$ cat config.mk
export PLATFORM = sky130hd
export DESIGN_NAME = binary_frame_capture
export DESIGN_NICKNAME = d
export VERILOG_FILES = /design/src/rtl/binary_frame_capture.sv
export SDC_FILE = /design/constraint.sdc
export NUM_CORES = 1
export LEC_CHECK = 0
export ABC_AREA = 1
export BUFFER_PORTS_ARGS = -buffer_cell sky130_fd_sc_hd__buf_2
export CAP_MARGIN = 15
export CORE_MARGIN = 4
export CORE_UTILIZATION = 30
export CTS_CLUSTER_DIAMETER = 30
export DETAILED_ROUTE_END_ITERATION = 6
export PLACE_DENSITY_LB_ADDON = 0.12
export SETUP_SLACK_MARGIN = 0.4
export SLEW_MARGIN = 20
export SYNTH_ARGS = -nofsm -noshare
export SYNTH_HDL_FRONTEND = slang
export SYNTH_SLANG_ARGS = --single-unit
$ cat constraint.sdc
create_clock -name VGA_CLK -period 4.7 [get_ports VGA_CLK]
set_input_delay 0.47 -clock VGA_CLK [delete_from_list [all_inputs] [get_ports VGA_CLK]]
set_output_delay 0.47 -clock VGA_CLK [all_outputs]
set_load 0.05 [all_outputs]
$ cat src/rtl/binary_frame_capture.sv
// -----------------------------------------------------------------------------
// binary_frame_capture
//
// Thresholds a VGA pixel stream into 1-bit dark/light pixels and packs them,
// MSB first, into WORD_W-bit words for a simple dual-port image RAM.
// An IDLE -> WAIT_VS -> CAPTURE -> DONE machine captures one frame per arm
// (or every frame when continuous is set) and reports the frame's dark-pixel
// count.
//
// Ports
//   VGA_CLK        pixel clock
//   reset          synchronous, active-high
//   iVGA_R/G/B     8-bit pixel colour
//   iVGA_HS        horizontal sync (not used)
//   iVGA_VS        vertical sync, low between frames
//   iVGA_BLANK_N   high during active pixels
//   threshold      brightness cutoff, latched at frame start
//   chan_mask      {R,G,B} channels that must be below threshold, latched
//   invert         invert stored pixel polarity, latched
//   arm            request capture of the next frame (IDLE only)
//   continuous     re-arm automatically after each frame
//   wr_en          RAM write strobe, one cycle per word
//   wr_addr        RAM word address (holds between writes)
//   wr_data        packed pixels (holds between writes)
//   busy           high while waiting for or capturing a frame
//   frame_done     one-cycle pulse at the end of a captured frame
//   dark_count     dark pixels in the last completed frame
// -----------------------------------------------------------------------------
module binary_frame_capture #(
  parameter int unsigned WIDTH  = 640,
  parameter int unsigned HEIGHT = 480,
  parameter int unsigned WORD_W = 8,
  parameter int unsigned ADDR_W = 16,
  parameter int unsigned CNT_W  = 19
) (
  input  logic              VGA_CLK,
  input  logic              reset,
  input  logic [7:0]        iVGA_R,
  input  logic [7:0]        iVGA_G,
  input  logic [7:0]        iVGA_B,
  input  logic              iVGA_HS,
  input  logic              iVGA_VS,
  input  logic              iVGA_BLANK_N,
  input  logic [7:0]        threshold,
  input  logic [2:0]        chan_mask,
  input  logic              invert,
  input  logic              arm,
  input  logic              continuous,
  output logic              wr_en,
  output logic [ADDR_W-1:0] wr_addr,
  output logic [WORD_W-1:0] wr_data,
  output logic              busy,
  output logic              frame_done,
  output logic [CNT_W-1:0]  dark_count
);

  // Words per line and counter widths; x and y saturate one past the
  // captured window so out-of-window pixels/lines never wrap back in.
  localparam int unsigned WPL  = WIDTH / WORD_W;
  localparam int unsigned X_W  = $clog2(WIDTH + 1);
  localparam int unsigned Y_W  = $clog2(HEIGHT + 1);
  localparam int unsigned B_W  = (WORD_W > 1) ? $clog2(WORD_W) : 1;
  localparam int unsigned WI_W = $clog2(WPL + 1);

  typedef enum logic [1:0] {
    S_IDLE    = 2'd0,
    S_WAIT_VS = 2'd1,
    S_CAPTURE = 2'd2,
    S_DONE    = 2'd3
  } state_t;

  state_t state_q;
  state_t state_d;

  // Frame configuration, frozen for the whole frame
  logic [7:0]        thr_q;
  logic [2:0]        mask_q;
  logic              inv_q;

  // Position and packing state
  logic [X_W-1:0]    x_q;
  logic [Y_W-1:0]    y_q;
  logic [B_W-1:0]    bpos_q;
  logic [WI_W-1:0]   widx_q;
  logic [ADDR_W-1:0] base_q;
  logic [WORD_W-1:0] acc_q;
  logic [CNT_W-1:0]  count_q;

  // Previous-cycle sync levels for edge detection
  logic              blank_q;
  logic              vs_q;

  // Combinational control
  logic              dark_c;
  logic              pix_bit_c;
  logic              in_range_c;
  logic              start_c;
  logic              store_c;
  logic              word_full_c;
  logic              line_fall_c;
  logic              vs_fall_c;
  logic              pending_c;
  logic              write_c;
  logic [WORD_W-1:0] acc_set_c;

  // Horizontal sync carries no information the capture needs
  logic unused_hs;
  assign unused_hs = iVGA_HS;

  // Dark when every enabled channel is strictly below the threshold
  assign dark_c = (mask_q != 3'b000)
               && (!mask_q[2] || (iVGA_R < thr_q))
               && (!mask_q[1] || (iVGA_G < thr_q))
               && (!mask_q[0] || (iVGA_B < thr_q));

  assign pix_bit_c  = dark_c ^ inv_q;
  assign in_range_c = (x_q < X_W'(WIDTH)) && (y_q < Y_W'(HEIGHT));

  // Current word with the incoming pixel placed at its bit position
  always_comb begin
    acc_set_c = acc_q;
    for (int unsigned i = 0; i < WORD_W; i++) begin
      if (bpos_q == B_W'(i)) begin
        acc_set_c[WORD_W-1-i] = pix_bit_c;
      end
    end
  end

  // State register
  always_ff @(posedge VGA_CLK) begin
    if (reset) begin
      state_q <= S_IDLE;
    end else begin
      state_q <= state_d;
    end
  end

  // Next-state and capture control
  always_comb begin
    state_d     = state_q;
    start_c     = 1'b0;
    store_c     = 1'b0;
    word_full_c = 1'b0;
    line_fall_c = 1'b0;
    vs_fall_c   = 1'b0;
    pending_c   = 1'b0;
    write_c     = 1'b0;

    case (state_q)
      S_IDLE: begin
        if (arm) begin
          state_d = S_WAIT_VS;
        end
      end

      S_WAIT_VS: begin
        if (!iVGA_VS) begin
          state_d = S_CAPTURE;
          start_c = 1'b1;
        end
      end

      S_CAPTURE: begin
        store_c     = iVGA_BLANK_N && in_range_c;
        word_full_c = store_c && (bpos_q == B_W'(WORD_W - 1));
        line_fall_c = blank_q && !iVGA_BLANK_N;
        vs_fall_c   = vs_q && !iVGA_VS;
        // Bits left in the accumulator after this cycle's pixel
        pending_c   = store_c ? !word_full_c : (bpos_q != '0);
        // Full words always go out; partial words only when the line or
        // the frame is cut short
        write_c     = word_full_c || ((line_fall_c || vs_fall_c) && pending_c);

        if ((word_full_c && (y_q == Y_W'(HEIGHT - 1)) && (widx_q == WI_W'(WPL - 1)))
            || (line_fall_c && (y_q == Y_W'(HEIGHT - 1)))
            || vs_fall_c) begin
          state_d = S_DONE;
        end
      end

      S_DONE: begin
        state_d = continuous ? S_WAIT_VS : S_IDLE;
      end

      default: begin
        state_d = S_IDLE;
      end
    endcase
  end

  // Datapath and registered outputs
  always_ff @(posedge VGA_CLK) begin
    if (reset) begin
      wr_en      <= 1'b0;
      wr_addr    <= '0;
      wr_data    <= '0;
      busy       <= 1'b0;
      frame_done <= 1'b0;
      dark_count <= '0;
      thr_q      <= '0;
      mask_q     <= '0;
      inv_q      <= 1'b0;
      x_q        <= '0;
      y_q        <= '0;
      bpos_q     <= '0;
      widx_q     <= '0;
      base_q     <= '0;
      acc_q      <= '0;
      count_q    <= '0;
      blank_q    <= 1'b0;
      vs_q       <= 1'b0;
    end else begin
      vs_q       <= iVGA_VS;
      wr_en      <= write_c;
      frame_done <= (state_q == S_DONE);
      busy       <= (state_d == S_WAIT_VS) || (state_d == S_CAPTURE);

      // Word data includes this cycle's pixel when one was stored
      if (write_c) begin
        wr_addr <= base_q + ADDR_W'(widx_q);
        wr_data <= store_c ? acc_set_c : acc_q;
      end

      if (state_q == S_DONE) begin
        dark_count <= count_q;
      end

      if (start_c) begin
        // New frame: clear position/packing, freeze configuration
        thr_q   <= threshold;
        mask_q  <= chan_mask;
        inv_q   <= invert;
        x_q     <= '0;
        y_q     <= '0;
        bpos_q  <= '0;
        widx_q  <= '0;
        base_q  <= '0;
        acc_q   <= '0;
        count_q <= '0;
        blank_q <= 1'b0;
      end else if (state_q == S_CAPTURE) begin
        blank_q <= iVGA_BLANK_N;

        if (line_fall_c) begin
          // End of line: next line starts a fresh word at the next row base
          x_q    <= '0;
          bpos_q <= '0;
          widx_q <= '0;
          acc_q  <= '0;
          base_q <= base_q + ADDR_W'(WPL);
          if (y_q != Y_W'(HEIGHT)) begin
            y_q <= y_q + 1'b1;
          end
        end else if (iVGA_BLANK_N) begin
          if (x_q != X_W'(WIDTH)) begin
            x_q <= x_q + 1'b1;
          end
          if (store_c) begin
            if (word_full_c) begin
              bpos_q <= '0;
              widx_q <= widx_q + 1'b1;
              acc_q  <= '0;
            end else begin
              bpos_q <= bpos_q + 1'b1;
              acc_q  <= acc_set_c;
            end
            if (dark_c && (count_q != '1)) begin
              count_q <= count_q + 1'b1;
            end
          end
        end
      end
    end
  end

endmodule
## After elaboration in Yosys (flattened, before gate mapping)

Cells that the tools add are included.
W data, S select, Z words.

| storage, ports and cells | value |
|---|---|
| latch bits | 0 |
| output and inout port bits | 46 |
| flip-flop bits (word level) | 134 |
| logic and storage cells | 128 |
| memories | 0 |
| RAM bits | 0 |
| memory bits (read-only) | 0 |

| operators by class | value |
|---|---|
| add/subtract/negate cells | 7 |
| multiply operators | 0 |
| bitwise logic cells | 2 |
| magnitude comparators | 5 |
| equal/unequal tests | 17 |
| div/mod/pow operators | 0 |
| mux-type cells | 36 |
| shift-type cells | 0 |
| reduce and logical (&&, ||, !) cells | 42 |

Operators by type and width:

| kind | number |
|---|---|
| $mux W8 | 5 |
| $mux W10 | 3 |
| $mux W7 | 4 |
| $lt A8 B8 Y1 | 3 |
| $add A19 B1 Y19 const B | 1 |
| $ne A19 B19 Y1 const B | 1 |
| $add A16 B7 Y16 | 1 |
| $add A16 B7 Y16 const B | 1 |
| $mux W1 | 16 |
| $logic_and A1 B1 Y1 | 13 |
| $eq A3 B3 Y1 const B | 4 |
| $mux W3 | 4 |
| $add A10 B1 Y10 const B | 1 |
| $lt A10 B10 Y1 const B | 1 |
| $ne A10 B10 Y1 const B | 1 |
| $add A9 B1 Y9 const B | 1 |
| $eq A9 B9 Y1 const B | 1 |
| $lt A9 B9 Y1 const B | 1 |
| $ne A9 B9 Y1 const B | 1 |
| $reduce_and A3 Y1 | 3 |
| $logic_or A1 B1 Y1 | 8 |
| $pmux W2 S4 | 1 |
| $reduce_bool A2 Y1 | 4 |
| $add A7 B1 Y7 const B | 1 |
| other kinds (17) | 29 |

## Longest topological paths before layout

| logic depth | value |
|---|---|
| depth in word-level cells | 12 |
| depth in mapped cells | 16 |

## Worst setup path before layout

OpenSTA, ideal clock, no wires.

| path | value |
|---|---|
| path kind | register -> register |
| from | register base_q[4] |
| to | register wr_addr[14] |
| period minus slack after synthesis | 1.936 ns |
| path slack | 2.764 ns |
| data arrival time | 1.857 ns |
| library setup time | 0.079 ns |
| data required time | 4.621 ns |
| path buffers | 0 |
| stages on the path, launching flop included | 10 |
| cells stage by stage | dfxtp_1 ha_1 inv_1 fa_1 o21ai_0 nand2_1 nor2_1 nand2_1 xor2_1 a211oi_2 |

| on the way | value |
|---|---|
| cells in the longest elaborated chain, start to end | 1 |

Ends and longest elaborated chain:

| what | line | RTL |
|---|---|---|
| start, declared | 85 | `logic [ADDR_W-1:0] base_q;` |
| start signal, assigned | 250 | `base_q <= base_q + ADDR_W'(WPL);` |
| $add A16 B7 Y16 | 220 | `wr_addr <= base_q + ADDR_W'(widx_q);` |
| end signal, assigned | 220 |  |
| end, declared | 50 | `output logic [ADDR_W-1:0] wr_addr,` |

Every way passes these cells.
A chain may end at the register's enable or synchronous reset.

## Final worst setup path

| path | value |
|---|---|
| from | register state_q[1] |
| to | register widx_q[3] |

| on the way | value |
|---|---|
| cells in the longest elaborated chain, start to end | 4 |

Ends and longest elaborated chain:

| what | line | RTL |
|---|---|---|
| start, declared | 72 | `state_t state_q;` |
| start signal, assigned | 134 | `state_q <= state_d;` |
| $eq A2 B2 Y1 | 149, 241 |  |
| $mux W1 | 149 | `case (state_q)` |
| $reduce_bool A2 Y1 (no source line) | -- |  |
| $reduce_and A4 Y1 (no source line) | -- |  |
| end signal, assigned | 261 | `widx_q <= widx_q + 1'b1;` |
| end, declared | 84 | `logic [WI_W-1:0] widx_q;` |

Parallel ways exist; a longest one is shown, timed or not.

==> summary.txt <==
Run status
  • Status: finished, final reports clean

Critical path
  • CP cell instances: inv_2 -> nand3_1 -> buf_4 -> nand2_1 -> inv_1 -> nand2_1 -> o21ai_1 -> nand2_1 -> inv_1
  • Req. time, crit path: between 5000 and 6000 ps
  • Crit path DAT: 2730 ps
  • Crit Path Class: flip-flop to flip-flop
  • Startpoint class of the critical path: flip-flop
  • Max stage delay on crit path: between 600 and 700 ps
  • CP max-delay cell: inv_1
  • Setup crit end kind: flip-flop
  • Worst reg2reg path depth: 9
  • Crit-path max FO: 26
  • Top cell by count, worst path: nand2_1

Clocking
  • Worst skew pair latency: between 400 and 500 ps
  • Bufs on Longest Clock Path: 2
  • CTS buffer count: 17
  • Clk pin slew, worst setup/hold paths: 60 ps
  • Post-CTS Hold Buffers: 0
  • Resized Gates After CTS: 0
  • CTS tree: yes
  • CTS Sinks: 130
  • Setup bufs post-CTS: 0
  • H-tree depth: 4
  • Root Driver: clkbuf_16

Drt
  • Routed wire length: 16760 um
  • Post-route DRC: 0
  • DRT Pass-1 Iters: 4
  • Antenna-violating nets left: 0
  • DR iter-0 viols: 277
  • Avg Vias per Cell: 4.571
  • Avg WL per Cell: 13.20 um
  • DR vias: 5805

STA
  • Endpoints failing setup: 0
  • Max Freq: about 420 MHz
  • Fin crit share: 50.38%
  • Setup TNS: 0 ps
  • Worst clock skew: 16.10 ps
  • Worst-margin pin slew: 883.8 ps
  • RSZ-0062 raised after global routing: false
  • Final min period: 2368 ps
  • Worst Setup Slack, final: between 2000 and 2500 ps
  • Hold Fails Final Rpt: 0
  • Final Max Slew Viols: 0
  • Relative slew slack: 41.01%
  • Fin Hold WS: around 300 ps

GRT
  • Vias in the first global route: 5482
  • Largest net degree at the start of global routing: 46
  • Overflow after GRT: 0
  • Initial antenna violation count: 0
  • First-pass GRT wire length: between 20000 and 30000 um
  • GRT Total Usage: between 10% and 20%

Synth
  • Syn nets: 980
  • Fraction of registers with async set/reset: 0%
  • Yosys warnings: 0
  • Synth area leader: dfxtp_1
  • Post-synth EDFFs: 0
  • Mapped Area: 0.006585 sq mm
  • Synth cell count leaders: nand2_1, dfxtp_1, a21oi_1, inv_1, nor2_1
  • Syn Area/Cell: 7.325 sq um
  • Most frequent cell after synthesis: nand2_1
  • Gate Count Post-Synth: 899
  • Post-synth cell types: 43
  • Top_reg_cell synth: dfxtp_1
  • Dominant cells by area after synthesis: dfxtp_1, nand2_1, a21oi_1, ha_1, inv_1
  • Sequential share of the synthesized area: 39.52%
  • Post-synth top area share: 39.52%
  • Synth Register Bits: 130

Power and ir drop
  • Clock power share: 50.3%
  • LEAKAGE: 3.193 nW
  • P_sw: 0.6645 mW
  • Sw Share: between 20% and 30%
  • Internal power: 2.084 mW
  • Logic pwr share: 8.4%
  • PwrDens: 349.3 mW/mm^2
  • Peak VDD IR: about 0.21 mV
  • Reg power frac: 41.3%

Placement
  • PortBufs: 87
  • HPWL after DPL: 12000 um
  • GP Congestion: 0.7945
  • Pre-CTS setup slack: ~2000 ps

Floorplan
  • Die area: about 0.024 sq mm
  • Initial Utilization: 30.94%
  • Io pins: 89
  • Row Count: 53
  • DIE HEIGHT: 156.2 um
  • DIE WIDTH: 156.2 um
  • Core area: 0.02129 sq mm

Finish
  • Antenna diodes: 0
  • Fillers: between 2000 and 2500
  • Multi-input logic area: 0.003415 sq mm
  • Layout net count: 1063
  • Register area: 0.002603 sq mm
  • Area Growth Syn to Fin: 19.49%
  • Layout cells sized above 1: 16.68%

Flow run
  • # Max-Cap Violations: 0

Hold path
  • Worst hold path depth: 3
  • Hold Crit Class: input pin to flip-flop
## worst paths after layout
kind | startpoint | to | slack, ps
min | iVGA_VS | vs_q | 310
max | state_q[1] | widx_q[3] | 2330
max reg2reg | state_q[1] | widx_q[3] | 2330
min reg2reg | wr_data[2] | wr_data[2] | 460
## through the flow
step / power [mW] / utilization (%) / instance area [sq um] / instances
2_1_floorplan: 1.322 / - / 6585 / 899
3_3_place_gp: 1.391 / 34.07 / 7253 / 1238
3_5_place_dp: 1.393 / 34.07 / 7253 / 1238
4_1_cts: 2.789 / 36.97 / 7869 / 1270
5_1_grt: 2.879 / 36.97 / 7869 / 1270
6_report: 2.749 / 36.97 / 7869 / 1270
## power groups by stage
stage,registers (mW),logic [mW],clock network [mW]
after floorplan,1.19,0.137,0
after global routing,1.14,0.264,1.48
final,1.13,0.231,1.38
after CTS,1.13,0.236,1.42
after detailed placement,1.16,0.235,0
after global placement,1.16,0.234,0
## sequential cells by signal, indices dropped and copies added, names as in the netlist, 7 cells and up
name and cells:
thr_q 8, y_q 9, base_q 12, wr_addr 16, x_q 10, wr_data 8, count_q 19, dark_count 19
acc_q 8, widx_q 7
## cell type report
cell class,instances,area share (%)
Inverter,115,5.518
Clock inverter,9,1.622
Timing Repair Buffer,90,5.820
Tap cell,275,4.373
Clock buffer,23,6.201
Sequential cell,130,33.07
Multi-Input combinational cell,628,43.39
## routing by layer
metal	global-route usage (%)	wire [um]	vias to the layer above
met1	19.56	8886	2588
li1	-	-	3109
met3	3.079	633	12
met4	4.215	170	0
met5	0	0	-
met2	21.15	7067	96
## cell usage in the layout, fill, tap and decap left out, types with 2 or more instances in the layout
cell type   instances
nor2_4              5
ha_1               37
a21oi_2             2
nor2_8              2
inv_2               9
nor3b_1             3
nand2_2             9
clkinv_2            3
nand3_1            39
dfxtp_1           130
buf_2              87
o21ai_1             4
nor3_1             19
buf_4               3
inv_1             104
nor2_2              5
nand4_1             7
nand3_2             3
nor3_2              2
o21a_1              4
nand2_1           175
clkbuf_16          17
or2_2               5
clkbuf_8            4
clkbuf_1            2
bufinv_16           3
a21oi_1           110
o21ai_0            73
clkinvlp_4          3
nor4_1              8
xor2_1             21
a211oi_1            5
nor2_1             78
xnor2_1             2
## critical path: cells and delay by family (launching register included)
| kind | cells | cell delay, ps |
|---|---|---|
| buffers and inverters | 4 | 1050 |
| and+or+nand+nor | 4 | 790 |
| DFF | 1 | 350 |
| AOI/OAI and AO/OA | 1 | 120 |
## logic make-up (layout without fill, tap and decap cells)
logic type / Yosys count / in the layout / share of synthesized area, %
adders and majority gates: 38 / 38 / 7.334
AOI/OAI and AO/OA: 203 / 203 / 16.19
and+or+nand+nor: 364 / 364 / 25.27
xor gates and xnor gates: 23 / 23 / 3.059
buffers and inverters: 141 / 237 / 8.626
DFF: 130 / 130 / 39.52
Note: power is estimated with default switching activity, not from simulation.
